File: src/rtl/alu_seq_unit_pkg.sv
// Shared encodings for the sequential ALU: operation codes, alu_op classes
// and the controller state type.
package alu_pkg;

  localparam logic [3:0] OP_AND  = 4'b0000;
  localparam logic [3:0] OP_OR   = 4'b0001;
  localparam logic [3:0] OP_ADD  = 4'b0010;
  localparam logic [3:0] OP_XOR  = 4'b0011;
  localparam logic [3:0] OP_SLL  = 4'b0100;
  localparam logic [3:0] OP_SRL  = 4'b0101;
  localparam logic [3:0] OP_SUB  = 4'b0110;
  localparam logic [3:0] OP_SRA  = 4'b0111;
  localparam logic [3:0] OP_SLT  = 4'b1000;
  localparam logic [3:0] OP_SLTU = 4'b1001;

  localparam logic [1:0] ALU_OP_MEM    = 2'b00;
  localparam logic [1:0] ALU_OP_BRANCH = 2'b01;
  localparam logic [1:0] ALU_OP_RTYPE  = 2'b10;
  localparam logic [1:0] ALU_OP_ITYPE  = 2'b11;

  typedef enum logic [1:0] {
    ST_IDLE  = 2'd0,
    ST_SHIFT = 2'd1,
    ST_DONE  = 2'd2
  } state_t;

  function automatic logic is_shift(input logic [3:0] op);
    return (op == OP_SLL) || (op == OP_SRL) || (op == OP_SRA);
  endfunction

endpackage

File: src/rtl/alu_seq_unit_if.sv
// Request/response bundle between the ID/EX register (master) and the ALU (slave).
interface alu_seq_unit_if #(
  parameter int WIDTH = 64
) ();
  // Both sides use valid/ready: a transfer happens on a rising edge where
  // valid and ready are both high; valid never waits on ready, and the
  // payload must be stable only in the cycle of that edge.
  logic             in_valid;
  logic             in_ready;
  logic [1:0]       alu_op;
  logic [3:0]       funct;
  logic [WIDTH-1:0] a;
  logic [WIDTH-1:0] b;
  logic             out_valid;
  logic             out_ready;
  logic [WIDTH-1:0] result;
  logic             zero;
  logic [3:0]       operation;
  logic             illegal;

  modport master (
    output in_valid, alu_op, funct, a, b, out_ready,
    input  in_ready, out_valid, result, zero, operation, illegal
  );

  modport slave (
    input  in_valid, alu_op, funct, a, b, out_ready,
    output in_ready, out_valid, result, zero, operation, illegal
  );
endinterface

File: src/rtl/alu_seq_unit_decode.sv
// Combinational ALU-control decoder: alu_op/funct to operation code plus
// an illegal flag for funct values with no defined operation.
module alu_decode
  import alu_pkg::*;
(
  input  logic [1:0] alu_op,
  input  logic [3:0] funct,
  output logic [3:0] operation,
  output logic       illegal
);

  always_comb begin
    operation = OP_ADD;
    illegal   = 1'b0;
    case (alu_op)
      ALU_OP_MEM:    operation = OP_ADD;
      ALU_OP_BRANCH: operation = OP_SUB;
      ALU_OP_RTYPE: begin
        case (funct)
          4'b0000: operation = OP_ADD;
          4'b1000: operation = OP_SUB;
          4'b0111: operation = OP_AND;
          4'b0110: operation = OP_OR;
          4'b0100: operation = OP_XOR;
          4'b0001: operation = OP_SLL;
          4'b0101: operation = OP_SRL;
          4'b1101: operation = OP_SRA;
          4'b0010: operation = OP_SLT;
          4'b0011: operation = OP_SLTU;
          default: illegal   = 1'b1;
        endcase
      end
      default: begin
        // I-type has no SUB; funct[3] only selects arithmetic right shift.
        case (funct[2:0])
          3'b000: operation = OP_ADD;
          3'b111: operation = OP_AND;
          3'b110: operation = OP_OR;
          3'b100: operation = OP_XOR;
          3'b001: operation = OP_SLL;
          3'b101: operation = funct[3] ? OP_SRA : OP_SRL;
          3'b010: operation = OP_SLT;
          3'b011: operation = OP_SLTU;
        endcase
      end
    endcase
  end

endmodule

File: src/rtl/alu_seq_unit.sv
// EX-stage ALU with registered result: single-cycle arithmetic/logic, and
// shifts iterated one bit position per cycle with valid/ready on both sides.
module alu_seq_unit
  import alu_pkg::*;
#(
  parameter int WIDTH = 64
) (
  input  logic           clk,
  input  logic           reset,
  alu_seq_unit_if.slave  bus,
  output state_t         state_dbg
);

  localparam int SHW = $clog2(WIDTH);
  localparam logic [SHW-1:0] CNT_ONE = SHW'(1);

  state_t           state_q, state_d;
  logic [WIDTH-1:0] result_q, result_d;
  logic [SHW-1:0]   cnt_q, cnt_d;
  logic [3:0]       op_q, op_d;
  logic             zero_q, zero_d;
  logic             illegal_q, illegal_d;
  logic             out_valid_q, out_valid_d;

  logic [3:0]       dec_op;
  logic             dec_illegal;
  logic [WIDTH-1:0] alu_res;
  logic [WIDTH-1:0] shift_one;
  logic [SHW-1:0]   shamt;
  logic             in_ready;
  logic             accept;

  alu_decode u_decode (
    .alu_op   (bus.alu_op),
    .funct    (bus.funct),
    .operation(dec_op),
    .illegal  (dec_illegal)
  );

  assign shamt    = bus.b[SHW-1:0];
  assign in_ready = (state_q == ST_IDLE) || ((state_q == ST_DONE) && bus.out_ready);
  assign accept   = bus.in_valid && in_ready;

  always_comb begin
    alu_res = bus.a + bus.b;
    case (dec_op)
      OP_SUB:  alu_res = bus.a - bus.b;
      OP_AND:  alu_res = bus.a & bus.b;
      OP_OR:   alu_res = bus.a | bus.b;
      OP_XOR:  alu_res = bus.a ^ bus.b;
      OP_SLT:  alu_res = {{(WIDTH-1){1'b0}}, ($signed(bus.a) < $signed(bus.b))};
      OP_SLTU: alu_res = {{(WIDTH-1){1'b0}}, (bus.a < bus.b)};
      default: ;
    endcase
  end

  // The result register doubles as the shift working register.
  always_comb begin
    shift_one = result_q;
    case (op_q)
      OP_SLL:  shift_one = {result_q[WIDTH-2:0], 1'b0};
      OP_SRL:  shift_one = {1'b0, result_q[WIDTH-1:1]};
      OP_SRA:  shift_one = {result_q[WIDTH-1], result_q[WIDTH-1:1]};
      default: ;
    endcase
  end

  always_comb begin
    state_d   = state_q;
    result_d  = result_q;
    cnt_d     = cnt_q;
    op_d      = op_q;
    zero_d    = zero_q;
    illegal_d = illegal_q;
    if (accept) begin
      op_d      = dec_op;
      illegal_d = dec_illegal;
      if (is_shift(dec_op)) begin
        result_d = bus.a;
        cnt_d    = shamt;
        state_d  = (shamt == '0) ? ST_DONE : ST_SHIFT;
      end else begin
        result_d = alu_res;
        cnt_d    = '0;
        state_d  = ST_DONE;
      end
      zero_d = (result_d == '0);
    end else begin
      case (state_q)
        ST_SHIFT: begin
          result_d = shift_one;
          cnt_d    = cnt_q - CNT_ONE;
          zero_d   = (shift_one == '0);
          if (cnt_q == CNT_ONE) state_d = ST_DONE;
        end
        ST_DONE: if (bus.out_ready) state_d = ST_IDLE;
        default: ;
      endcase
    end
    out_valid_d = (state_d == ST_DONE);
  end

  always_ff @(posedge clk or posedge reset) begin
    if (reset) begin
      state_q     <= ST_IDLE;
      result_q    <= '0;
      cnt_q       <= '0;
      op_q        <= 4'b0000;
      zero_q      <= 1'b0;
      illegal_q   <= 1'b0;
      out_valid_q <= 1'b0;
    end else begin
      state_q     <= state_d;
      result_q    <= result_d;
      cnt_q       <= cnt_d;
      op_q        <= op_d;
      zero_q      <= zero_d;
      illegal_q   <= illegal_d;
      out_valid_q <= out_valid_d;
    end
  end

  assign bus.in_ready  = in_ready;
  assign bus.out_valid = out_valid_q;
  assign bus.result    = result_q;
  assign bus.zero      = zero_q;
  assign bus.operation = op_q;
  assign bus.illegal   = illegal_q;
  assign state_dbg     = state_q;

endmodule

File: src/flat_wrapper.sv
// flat-port wrapper written by rule: the top's interface ports become plain ports
module alu_seq_unit_flat import alu_pkg::*;
#(
  parameter int WIDTH = 64
)
  (clk, reset, state_dbg, bus_in_valid, bus_alu_op, bus_funct, bus_a, bus_b, bus_out_ready, bus_in_ready, bus_out_valid, bus_result, bus_zero, bus_operation, bus_illegal);
  alu_seq_unit_if #(.WIDTH(WIDTH)) bus_i ();
  input  logic clk;
  input  logic reset;
  output state_t state_dbg;
  input wire logic [$bits(bus_i.in_valid)-1:0] bus_in_valid;
  input wire logic [$bits(bus_i.alu_op)-1:0] bus_alu_op;
  input wire logic [$bits(bus_i.funct)-1:0] bus_funct;
  input wire logic [$bits(bus_i.a)-1:0] bus_a;
  input wire logic [$bits(bus_i.b)-1:0] bus_b;
  input wire logic [$bits(bus_i.out_ready)-1:0] bus_out_ready;
  output wire logic [$bits(bus_i.in_ready)-1:0] bus_in_ready;
  output wire logic [$bits(bus_i.out_valid)-1:0] bus_out_valid;
  output wire logic [$bits(bus_i.result)-1:0] bus_result;
  output wire logic [$bits(bus_i.zero)-1:0] bus_zero;
  output wire logic [$bits(bus_i.operation)-1:0] bus_operation;
  output wire logic [$bits(bus_i.illegal)-1:0] bus_illegal;
  assign bus_i.in_valid = bus_in_valid;
  assign bus_i.alu_op = bus_alu_op;
  assign bus_i.funct = bus_funct;
  assign bus_i.a = bus_a;
  assign bus_i.b = bus_b;
  assign bus_i.out_ready = bus_out_ready;
  assign bus_in_ready = bus_i.in_ready;
  assign bus_out_valid = bus_i.out_valid;
  assign bus_result = bus_i.result;
  assign bus_zero = bus_i.zero;
  assign bus_operation = bus_i.operation;
  assign bus_illegal = bus_i.illegal;
  alu_seq_unit #(.WIDTH(WIDTH)) u_core (.clk(clk), .reset(reset), .bus(bus_i), .state_dbg(state_dbg));
endmodule
File: config.mk
export PLATFORM = sky130hd
export DESIGN_NAME = alu_seq_unit_flat
export DESIGN_NICKNAME = d
export VERILOG_FILES = /design/src/rtl/alu_seq_unit_pkg.sv /design/src/rtl/alu_seq_unit_if.sv /design/src/rtl/alu_seq_unit_decode.sv /design/src/rtl/alu_seq_unit.sv /design/src/flat_wrapper.sv
export SDC_FILE = /design/constraint.sdc
export NUM_CORES = 1
export LEC_CHECK = 0
export ABC_AREA = 1
export CELL_PAD_IN_SITES_DETAIL_PLACEMENT = 0
export CELL_PAD_IN_SITES_GLOBAL_PLACEMENT = 1
export CORE_UTILIZATION = 40
export CTS_CLUSTER_DIAMETER = 30
export DETAILED_ROUTE_END_ITERATION = 7
export GPL_TIMING_DRIVEN = 1
export PLACE_DENSITY_LB_ADDON = 0.1
export SLEW_MARGIN = 10
export SYNTH_ARGS = -nofsm -noshare
export SYNTH_HDL_FRONTEND = slang
export SYNTH_SLANG_ARGS = --single-unit
File: constraint.sdc
create_clock -name clk -period 3.6 [get_ports clk]
set_input_delay 1.08 -clock clk [delete_from_list [all_inputs] [get_ports clk]]
set_output_delay 1.08 -clock clk [all_outputs]
set_load 0.03 [all_outputs]
* Word-level counts from Yosys, hierarchy flattened
Index checks and enable logic that the tools add are counted.
** Word-level totals
- Word-level logic and storage cells :: 86
- Register bits after elaboration :: 79
- Output and inout bits :: 74
- Input bits :: 138
** Cells by class
- Reduce and logical (&&, ||, !) cells :: 15
- $add $sub $neg :: 3
- Eq/ne operators :: 33
- Muxes and demuxes :: 23
- Order comparisons :: 2
- Bitwise gates (word level) :: 3
** Operators with widths (number)
- one-hot mux 64 bit (6 select lines) :: 1
- 2-to-1 mux 64 bit :: 4
- one-hot mux 64 bit (3 select lines) :: 1
- zero test 64 bit :: 2
- < comparator 64 bit :: 2
- adder 64 bit :: 1
- AND 64 bit :: 1
- OR 64 bit :: 1
- subtractor 64 bit :: 1
- XOR 64 bit :: 1
- equality test 4 x 3 -> 1 bit, second input constant :: 11
- one-hot mux 4 bit (9 select lines) :: 1
- one-hot mux 4 bit (8 select lines) :: 1
- 2-to-1 mux 6 bit :: 3
- equality test 4 bit, second input constant :: 4
- equality test 3 bit, second input constant :: 4
- equality test 4 x 2 -> 1 bit, second input constant :: 3
- 2-to-1 mux 2 bit :: 6
- one-hot mux 4 bit (3 select lines) :: 1
- OR reduction 10 bit :: 1
- equality test 4 x 1 -> 1 bit, second input constant :: 2
- zero test 4 bit :: 2
- equality test 2 bit, second input constant :: 3
- equality test 3 x 2 -> 1 bit, second input constant :: 2
- other kinds (12) :: 20

* Longest topological paths before layout
- Word-level depth :: 10
- Mapped depth :: 26
- Depth with buffers taken out :: 25

* Modules after synthesis
A second synthesis with hierarchy kept.
** Unflattened totals
- Cells, all modules :: 3907
- Area, all modules :: 20561.0 µm²
** Modules (own cells, without submodules)
- alu_seq_unit :: instances 1, area an instance 20402.1 µm², cells each 3870, sequential area each 1976.9 µm²
- alu_decode :: instances 1, area an instance 158.9 µm², cells each 37, sequential area each 0.0 µm²

* Least setup slack after synthesis
OpenSTA, ideal clock, no wires.
- Path type :: in2reg
- Start :: input port bus_b[0]
- End :: register u_core.zero_q (netlist: u_core.bus.zero)
- Setup slack :: 0.268 ns
- Data required time :: 3.523 ns
- Stages :: 20
- Arrival :: 3.255 ns
- Buffers on the path :: 0
- Library setup time :: 0.077 ns
- Path through :: ha_1 -> fa_1 -> nand3_1 -> nand3_1 -> nand2_1 -> nand2_1 -> nand2_1 -> nand2_1 -> xor2_1 -> nor2_1 -> nor2_1 -> nand2_1 -> nand2_1 -> nor2_1 -> nand2_1 -> nor2_1 -> nand3_1 -> nor2_1 -> nand4_1 -> a21oi_1
** On the way
- Cells in the longest elaborated chain, start to end :: 6
- Elaborated cells on any way between the ends :: 12
- Classes of those cells :: add/sub: 2; order compare: 2; mux: 4; bitwise: 3; reduce/logical: 1
** RTL lines
- start: declaration :: RTL line flat_wrapper.sv:15 : input wire logic [$bits(bus_i.b)-1:0] bus_b;
- adder 64 bit, or another cell as far along :: RTL line alu_seq_unit.sv:45 : alu_res = bus.a + bus.b;
- one-hot mux 64 bit (6 select lines) * :: RTL line alu_seq_unit.sv:46 : case (dec_op)
- 2-to-1 mux 64 bit * :: RTL line alu_seq_unit.sv:78 : if (is_shift(dec_op)) begin
- 2-to-1 mux 64 bit * :: RTL line alu_seq_unit.sv:75 : if (accept) begin
- zero test 64 bit * :: RTL line alu_seq_unit.sv:87 : zero_d = (result_d == '0);
- 2-to-1 mux 1 bit * :: RTL line alu_seq_unit.sv:75
- end signal: assignment :: RTL line alu_seq_unit.sv:117 : zero_q <= zero_d;
- end: declaration :: RTL line alu_seq_unit.sv:21 : logic zero_q, zero_d;
Mark *: on every way between the ends. The rest lies on a longest branch, timed or not. The select of a mux whose other input is x is not followed.
A chain may end at the register's enable or synchronous reset.

* Final worst setup path
- Start :: input port bus_b[35]
- End :: register u_core.zero_q (netlist: u_core.bus.zero)
Same word-level chain as after synthesis.

==> flow_metrics.tcl <==
set metrics [dict create \
    status "finished with violations" \
    violations "setup timing" \
    required_ps 3880 \
    tightest_slew_ps 966 \
    slowest_stage "ha_4" \
    cpMostUsedCell "nand2_1" \
    clk_path_buf_depth 2 \
    post-route-drc-count 0 \
    crit_path_max_incr_delay_ps 360 \
    syn_avg_cell_area_um2 5.05 \
    placed_area_um2 31500 \
    gp_congestion 1.12 \
    ctsHoldBuffers 0 \
    clk_latency_ps 350 \
    antenna_cells 0 \
    netlist.area_leader.share_pct 27.2 \
    num_vias 33070 \
    numCtsBuffers 9 \
    layout-drive-gt1-share_pct 46.0 \
    crit_path_end_kind "flip-flop" \
    syn_inst 4204 \
    port_buffers 211 \
    cp.arrival_ps 3950 \
    drtIter0Drc 3455 \
    ant_nets 0 \
    path_clk_slew_ps 60 \
    slew_viol_final 0 \
    synthArstFlopShare_pct 100 \
    worstReg2RegStart "u_core.bus.operation[3]$_DFFE_PP0P_" \
    peakVddDrop_mv 0.379 \
    finalSetupViolCount 1 \
    finalHoldViolations 0 \
    htree_levels 3 \
    yosysSeqAreaShare_pct 9.32 \
    die-width_um 232 \
    vias_per_cell 5.36 \
    synth_area_um2 21200 \
    core_um2 52400 \
    wl_per_cell_um 20.7 \
    fmax_mhz 272 \
    startpoint "bus_b[35]" \
    tritoncts "done" \
    synthesis.nets 4541 \
    hold_slack_ps 500 \
    fillers 4579 \
    grt_pass1_vias 30597 \
    grt_pass1_wl_mm 181 \
    grt_overflow 0 \
    period_minus_slack_ps 3670 \
    yosys-top-cells-area "nand2_1 27%, inv_1 16%, ha_1 12%, dfrtp_1 9.3%, nor2_1 7.6%" \
    cp_cell_sequence "clkdlybuf4s15_1 -> inv_2 -> ha_4 -> nand2_4 -> nor2_4 -> nand2_4 -> nor2_4 -> buf_4 -> and3_4 -> nand2_4 -> nand2_1 -> nand2_1 -> nand3_2 -> nand4_1 -> nand2_2 -> nand2_1 -> nor2_1 -> nand2_1 -> nor2_2 -> nand4_1 -> a21oi_1" \
    hold_class "reg -> reg" \
    p_per_area_nw_per_um2 350 \
    cp_max_fo 6 \
    hold_start "u_core.bus.illegal$_DFFE_PP0P_" \
    ys_warn_count 0 \
    power_leakage_nw 21.3 \
    finalCritPeriodShare_pct 102 \
    die_height_um 232 \
    synth-edff-count 0 \
    firstDrtPassIters 8 \
    nets 5814 \
    antenna_found_initial 1 \
    finalClockSkew_ps 8.70 \
    ioPinCount 212 \
    grt_max_degree 63 \
    cp-start-kind "primary input" \
    rows 84 \
    path_class "in -> reg" \
    max-slew-margin-rel_pct 35.4 \
    start_util_pct 40.5 \
    fin_ws_ps -74.3 \
    yosys.area.top_type "nand2_1" \
    dp_hpwl_mm 103 \
    reg2reg_setup_slack_ps 350 \
    syn_to_final_growth_pct 81.2 \
    totalWireLength_mm 128 \
    fin_area_um2 38400 \
    cts.sink_count 79 \
    ys_ff_latch 79 \
    synth_cell_types 44 \
    grt_use_total_pct 44.9 \
    rsz0062_at_grt "true" \
    max-cap-violations 0 \
    synthFlopType "dfrtp_1" \
    clockRootBuffer "clkbuf_16" \
    die_area_um2 54000 \
]
[cell usage in the layout (no fill, tap or decap), drive strengths merged]
cell type	n
a211oi	7
a21oi	171
a22oi	10
a31oi	4
a41oi	1
and2	7
and3	3
buf	1204
bufinv	3
clkbuf	92
clkdlybuf4s15	25
clkdlybuf4s50	77
clkinv	3
clkinvlp	1
dfrtp	79
dlygate4sd2	11
dlymetal6s2s	3
fa	2
ha	197
inv	910
nand2	1544
nand3	290
nand3b	5
nand4	92
nor2	435
nor3	29
nor3b	1
nor4	10
o211ai	1
o21ai	80
o21bai	11
o221ai	59
o22ai	90
o31ai	1
or2	1
xnor2	1
xor2	21
[Yosys cell counts, types with 2 or more instances]
cell / number
xor2_1: 21
nand4_1: 92
nand3b_1: 5
inv_2: 9
nand3_1: 286
o22ai_1: 90
o221ai_1: 59
o21bai_1: 11
a21oi_1: 170
nor2_1: 430
nand2_1: 1535
nor4_1: 10
nand2_2: 7
buf_1: 10
o21ai_0: 72
fa_1: 2
clkbuf_1: 69
nor2_2: 4
inv_1: 902
and3_1: 3
nand3_2: 2
buf_2: 53
a22oi_1: 10
nor3_1: 29
buf_6: 5
ha_1: 197
o21ai_1: 7
nand3_4: 2
a211oi_1: 7
and2_1: 7
a31oi_1: 4
dfrtp_1: 79
nand2_4: 2
buf_4: 3
[per-stage QoR]
| stage | setup slack, ps | utilization [%] | std cells | power, W | setup TNS, ps |
|---|---|---|---|---|---|
| global placement | -1240 | 60.0 | 5962 | 0.0105 | -32200 |
| CTS | 0.0449 | 68.6 | 6074 | 0.0125 | 0 |
| global route | -159 | 73.3 | 6169 | 0.0141 | -257 |
| detailed placement | -1210 | 60.0 | 5962 | 0.0106 | -33400 |
| finish | -74.3 | 73.3 | 6169 | 0.0134 | -74.3 |
| floorplan | 268 | - | 4204 | 0.00627 | 0 |
[final timing paths]
kind,to,cells past startpoint
setup / recovery,u_core.bus.zero$_DFFE_PP0P_,21
hold / removal,u_core.bus.illegal$_DFFE_PP0P_,2
setup reg to reg,u_core.bus.zero$_DFFE_PP0P_,10
hold reg to reg,u_core.bus.illegal$_DFFE_PP0P_,2
max in group asynchronous,u_core.bus.result[41]$_DFFE_PP0P_,3
min in group asynchronous,u_core.state_dbg[0]$_DFF_PP0_,2
[power breakdown]
part           internal [W]  switching [W]
sequential          0.00131       0.000504
combinational       0.00432        0.00622
clock              0.000694       0.000389
total               0.00633        0.00712
[flip-flops by register name (all words and copies together) (netlist names)]
signal and count:
u_core.bus.illegal 1, u_core.bus.result 64, u_core.state_dbg 2, u_core.bus.out_valid 1, u_core.bus.operation 4, u_core.bus.zero 1, u_core.cnt_q 6
[per-layer routing]
metal | track usage [%] | routed length [um] | up-vias
met5 | 0 | 10 | -
met4 | 34.6 | 12600 | 2
met3 | 8.46 | 11500 | 545
met2 | 71.8 | 55900 | 1848
met1 | 52.9 | 47800 | 15146
li1 | - | - | 15529
[cell families after synthesis]
logic type	count (synthesis)	share of synthesized area (%)
buf+inv	1052	19.2
simple gates	2417	46.5
fa+ha+maj	199	11.8
compound gates	435	12.3
xor+xnor	22	0.908
flops	79	9.32
[cell type report]
cell class,count,area (um^2),area share [%]
clock buffer,10,239,0.622
timing repair buffer,1402,11500,29.8
tap,688,861,2.24
clock inverter,5,106,0.277
multi-input combinational,3073,20400,52.9
inverter,912,3450,8.99
sequential,79,1980,5.14
[critical path: cells and delay by family]
family	cells	cell delay (ps)
simple gates	16	1990
compound gates	1	140
fa+ha+maj	1	360
buf+inv	3	380
[what timing repair did]
action                     in CTS  in global routing
gates cloned                    0                  0
setup endpoints to repair      53                 12
pin swaps                     279                383
resized for setup            1241                821
setup buffers                 100                 96
Note: power is estimated with default switching activity, not from simulation.
